===== config.mk =====
export PLATFORM = sky130hd
export DESIGN_NAME = memory_master
export DESIGN_NICKNAME = d
export VERILOG_FILES = /design/src/rtl/mem_if_pkg.sv /design/src/rtl/memory_master.sv
export SDC_FILE = /design/constraint.sdc
export NUM_CORES = 1
export LEC_CHECK = 0
export BUFFER_PORTS_ARGS = -buffer_cell sky130_fd_sc_hd__buf_2
export CAP_MARGIN = 20
export CORE_MARGIN = 4
export CORE_UTILIZATION = 45
export DETAILED_ROUTE_END_ITERATION = 10
export GPL_TIMING_DRIVEN = 0
export HOLD_SLACK_MARGIN = 0.05
export PLACE_DENSITY = 0.77
export RECOVER_POWER = 25
export SYNTH_ARGS = -nofsm -noshare
export SYNTH_HDL_FRONTEND = slang
export SYNTH_SLANG_ARGS = --single-unit

===== constraint.sdc =====
create_clock -name clk -period 1.8 [get_ports clk]
set_input_delay 0.09 -clock clk [delete_from_list [all_inputs] [get_ports clk]]
set_output_delay 0.09 -clock clk [all_outputs]
set_load 0.1 [all_outputs]

===== src/rtl/mem_if_pkg.sv =====
// mem_if_pkg: shared widths, timeout default and FSM state type for the memory initiator.
package mem_if_pkg;
  localparam int ADDR_W_DEF  = 7;
  localparam int DATA_W_DEF  = 8;
  localparam int MEM_TIMEOUT = 16;
  typedef enum logic [1:0] {IDLE, SETUP, ACCESS, RELEASE} state_t;
endpackage


===== src/rtl/memory_master.sv =====
// memory_master: sequences one memory access per CPU request (setup, enable until ready, release).
// Optional MEM_TIMEOUT_EN bounds the ACCESS wait and reports resp_error on expiry.
module memory_master
  import mem_if_pkg::*;
#(
  parameter int ADDR_W         = ADDR_W_DEF,
  parameter int DATA_W         = DATA_W_DEF,
  parameter int TIMEOUT_CYCLES = MEM_TIMEOUT
) (
  input  logic              clk,
  input  logic              reset,
  input  logic              req_valid,
  output logic              req_ready,
  input  logic              req_write,
  input  logic [ADDR_W-1:0] req_addr,
  input  logic [DATA_W-1:0] req_wdata,
  output logic              resp_valid,
  output logic [DATA_W-1:0] resp_rdata,
  output logic              resp_error,
  output logic              mem_en,
  output logic              mem_read,
  output logic              mem_write,
  output logic [ADDR_W-1:0] mem_address,
  output logic [DATA_W-1:0] mem_input_data,
  input  logic [DATA_W-1:0] mem_output_data,
  input  logic              mem_ready
);
  if (TIMEOUT_CYCLES < 1) begin : g_bad_timeout
    $error("TIMEOUT_CYCLES must be at least 1");
  end
  state_t state;
  logic expire;
`ifdef MEM_TIMEOUT_EN
  localparam int CNT_W = $clog2(TIMEOUT_CYCLES + 1);
  logic [CNT_W-1:0] cnt;
  logic timed_out;
  assign expire = cnt == CNT_W'(TIMEOUT_CYCLES - 1);
`else
  assign expire = 1'b0;
`endif
  always_ff @(posedge clk) begin
    if (reset) begin
      state          <= IDLE;
      req_ready      <= 1'b1;
      resp_valid     <= 1'b0;
      resp_rdata     <= '0;
      resp_error     <= 1'b0;
      mem_en         <= 1'b0;
      mem_read       <= 1'b0;
      mem_write      <= 1'b0;
      mem_address    <= '0;
      mem_input_data <= '0;
`ifdef MEM_TIMEOUT_EN
      cnt            <= '0;
      timed_out      <= 1'b0;
`endif
    end else begin
      resp_valid <= 1'b0;
      resp_error <= 1'b0;
      case (state)
        IDLE: if (req_valid) begin
          mem_read       <= !req_write;
          mem_write      <= req_write;
          mem_address    <= req_addr;
          mem_input_data <= req_wdata;
          req_ready      <= 1'b0;
          state          <= SETUP;
        end
        SETUP: begin
          mem_en <= 1'b1;
          state  <= ACCESS;
`ifdef MEM_TIMEOUT_EN
          cnt       <= '0;
          timed_out <= 1'b0;
`endif
        end
        ACCESS: if (mem_ready || expire) begin
          mem_en <= 1'b0;
          state  <= RELEASE;
          if (mem_ready && !mem_write) resp_rdata <= mem_output_data;
`ifdef MEM_TIMEOUT_EN
          timed_out <= !mem_ready;
        end else begin
          cnt <= cnt + 1'b1;
`endif
        end
        RELEASE: if (!mem_ready) begin
          resp_valid <= 1'b1;
`ifdef MEM_TIMEOUT_EN
          resp_error <= timed_out;
`endif
          mem_read   <= 1'b0;
          mem_write  <= 1'b0;
          req_ready  <= 1'b1;
          state      <= IDLE;
        end
        default: state <= IDLE;
      endcase
    end
  end
endmodule


==> impl_metrics.ini <==
[synth]
synthCells = 135
synth_seq_area_share_pct = 47.52
async_flop_share_pct = 0
syn_nets = 168
synth_top_area_share_pct = 47.52
synth_top_cells_by_area = dfxtp_1 (48%), a21oi_2 (6.9%), nand2_1 (6.8%), mux2i_1 (6.3%), ha_1 (5.0%)
synth_largest_area_cell = dfxtp_1
synth_area_per_cell_um2 = 9.361
yosysWarnings = 0
ys.flop_type = dfxtp_1
synthDistinctLibCells = 27
syn_area_um2 = 1264
yosysMostFrequentCell = dfxtp_1
synth-seq-cells = 30
synth_edf_count = 0
synth_common_cells = dfxtp_1 (30), nand2_1 (23), a21oi_2 (10), nand2_2 (10), nor2_1 (10)

[routing]
drt.antenna.violating_nets = 0
num_vias = 1183
first_pass_iters = 4
wire_per_inst_um = 12.81
first_iter_violations = 22
avgViaCountPerCell = 4.676
wl_um = 3240
drc_errors = 0

[run]
cap_violations = 0

[cts]
cts_made_buffers = 5
cts_resized = 0
clk_latency_ns = 0.32
ctsLongestPathBuffers = 2
cts-htree-levels = 2
cts_setup_buffers = 0
cts_tree = done
clkSlewWorstSetupHoldPaths_ns = 0.09
cts-root-buf = clkbuf_4
cts_sinks = 30

[final_layout]
finalInstanceArea_um2 = 1887
fillers = 200
post-route-util_pct = 73.49
diodes = 0
drive_gt1_share_pct = 40.81
area_growth_pct = 49.31
nets = 255

[critical_path]
worst_path_most_repeated_cell = nand2_1
r2r_slack_ns = 0.30
critPathRequiredTime_ns = 2.06
worstPathMaxFanout = 10
cp_slowest_cell = dfxtp_1
crit_arrival_ns = 1.76
crit_type = register to register
cp_slowest_stage_delay_ns = 0.39
cp-start-kind = register
crit_chain = inv_1 > ha_1 > nand2_1 > buf_2 > nand2_1 > a21oi_2
cp-end-kind = register

[power_and_ir_drop]
clkPwrFrac_pct = 15.7
power.density_nw_per_um2 = 1388
pwr-share-seq_pct = 32.1
p_comb_share_pct = 52.2
ir_drop_uv = 1073
intPower_uw = 1300
switching_share_pct = 50.34
p_leak_uw = 0.0009282
p_switching_uw = 1318

[placed_design]
gp_congestion = 0.7430
portBuffers = 55
place_hpwl_um = 2072
dpl_cell_area_um2 = 1577

[floorplanning]
num_rows = 18
start_util_pct = 49.22
die_h_um = 60.99
die_w_um = 60.99
dieArea_um2 = 3720
pin_count = 57
core_area_um2 = 2567

[sta]
finalClockSkew_ns = 0.001595
period_needed_ns = 1.500
post-route-period-util_pct = 83.31
finalMaxSlewViolations = 0
hold_viol = 0
worst_pin_slew_ns = 0.5539
rsz0062_at_grt = false
fmax_mhz = 666.8
maxSlewHeadroom_pct = 63.23
tns_ns = 0
finalSetupViolCount = 0

[grt]
overflow = 0
antenna_found_initial = 0
grt_pass1_vias = 1187
grt_first_pass_wirelength_um = 5099
grt_max_degree = 11
grt_util_all_layers_pct = 18.95

[run_status]
status = complete, no violations

[worst_hold_path]
hold_class = primary input to register
layout make-up:
class | instances | area (um2) | share of cell area (%)
Multi-Input combinational cell | 93 | 588.1 | 31.17
Clock buffer | 7 | 55.05 | 2.918
Clock inverter | 1 | 5.005 | 0.2653
Sequential cell | 30 | 600.6 | 31.83
Inverter | 4 | 15.01 | 0.7958
Tap cell | 30 | 37.54 | 1.989
Timing Repair Buffer | 80 | 525.5 | 27.85
Buffer | 8 | 60.06 | 3.183
timing repair:
action | 4_1_cts | 5_1_grt
endpoints found under the hold margin | 26 | 0
hold buffers | 25 | 0
setup endpoints to repair | 0 | 0
registers in the layout (all words and copies together), names as in the netlist:
name            count
mem_address         7
mem_en              1
mem_read            1
resp_valid          1
resp_rdata          8
mem_write           1
mem_input_data      8
req_ready           1
state               2
worst max-delay path, delay by kind of cell, from the launching register on:
kind	cells	cell delay (ns)
adder cells (fa/ha/maj)	1	0.24
buffers and inverters	2	0.36
AND/OR/NAND/NOR	2	0.32
flip-flops	1	0.39
AO/OA/AOI/OAI	1	0.14
metal layers:
metal  track usage (%)  wire [um]  up-vias
li1                  -          -      613
met1             19.43       1270      522
met2             36.03       1689       46
met3             5.106        264        2
met4             7.430         15        0
met5                 0          0        -
final timing paths:
| kind | startpoint | end | cells after the start |
|---|---|---|---|
| max | state[0]$_SDFFE_PP0P_ | mem_address[4]$_SDFFE_PP0P_ | 6 |
| min | reset | state[1]$_SDFFE_PP0P_ | 4 |
| max reg2reg | state[0]$_SDFFE_PP0P_ | mem_address[4]$_SDFFE_PP0P_ | 6 |
| min reg2reg | mem_input_data[2]$_SDFFE_PP0P_ | mem_input_data[2]$_SDFFE_PP0P_ | 2 |
cells by family (layout without fill, tap and decap cells):
kind of cell             Yosys count  count (layout)  share of synthesized area (%)
AO/OA/AOI/OAI                     25              25                          14.65
adder cells (fa/ha/maj)            5               5                          4.950
buffers and inverters             12             100                          5.940
flip-flops                        30              30                          47.53
multiplexers                       8               8                          6.337
other                              1               1                         0.2967
AND/OR/NAND/NOR                   54              54                          20.30
stage by stage:
step / total power (uW) / hold WS [ns] / worst slack (ns) / cells
after CTS: 2637 / 0.1051 / 0.3023 / 253
after floorplan: 1967 / 0.1661 / 0.1471 / 135
after detailed placement: 2179 / 0.3298 / 0.3320 / 220
final: 2619 / 0.1214 / 0.3003 / 253
after global placement: 2153 / 0.3211 / 0.3548 / 220
after global routing: 2764 / 0.1484 / 0.1850 / 253
layout by cell type (no fill, tap or decap), types with 4 or more instances in the layout:
| master | count |
|---|---|
| buf_2 | 46 |
| buf_4 | 4 |
| dfxtp_1 | 30 |
| mux2i_1 | 8 |
| clkbuf_4 | 5 |
| nand2_2 | 10 |
| clkbuf_2 | 12 |
| inv_1 | 4 |
| nand2_1 | 23 |
| dlygate4sd3_1 | 25 |
| a21oi_2 | 10 |
| a21oi_1 | 8 |
| nor2_1 | 10 |
| ha_1 | 5 |
power by group through the flow:
| stage | Sequential (uW) | Combinational, uW | Clock (uW) |
|---|---|---|---|
| final | 839 | 1370 | 411 |
| after CTS | 837 | 1370 | 429 |
| after floorplan | 1530 | 439 | 0 |
| after global placement | 846 | 1310 | 0 |
| after global routing | 855 | 1440 | 466 |
| after detailed placement | 851 | 1330 | 0 |
(Power assumes the default switching activity.)
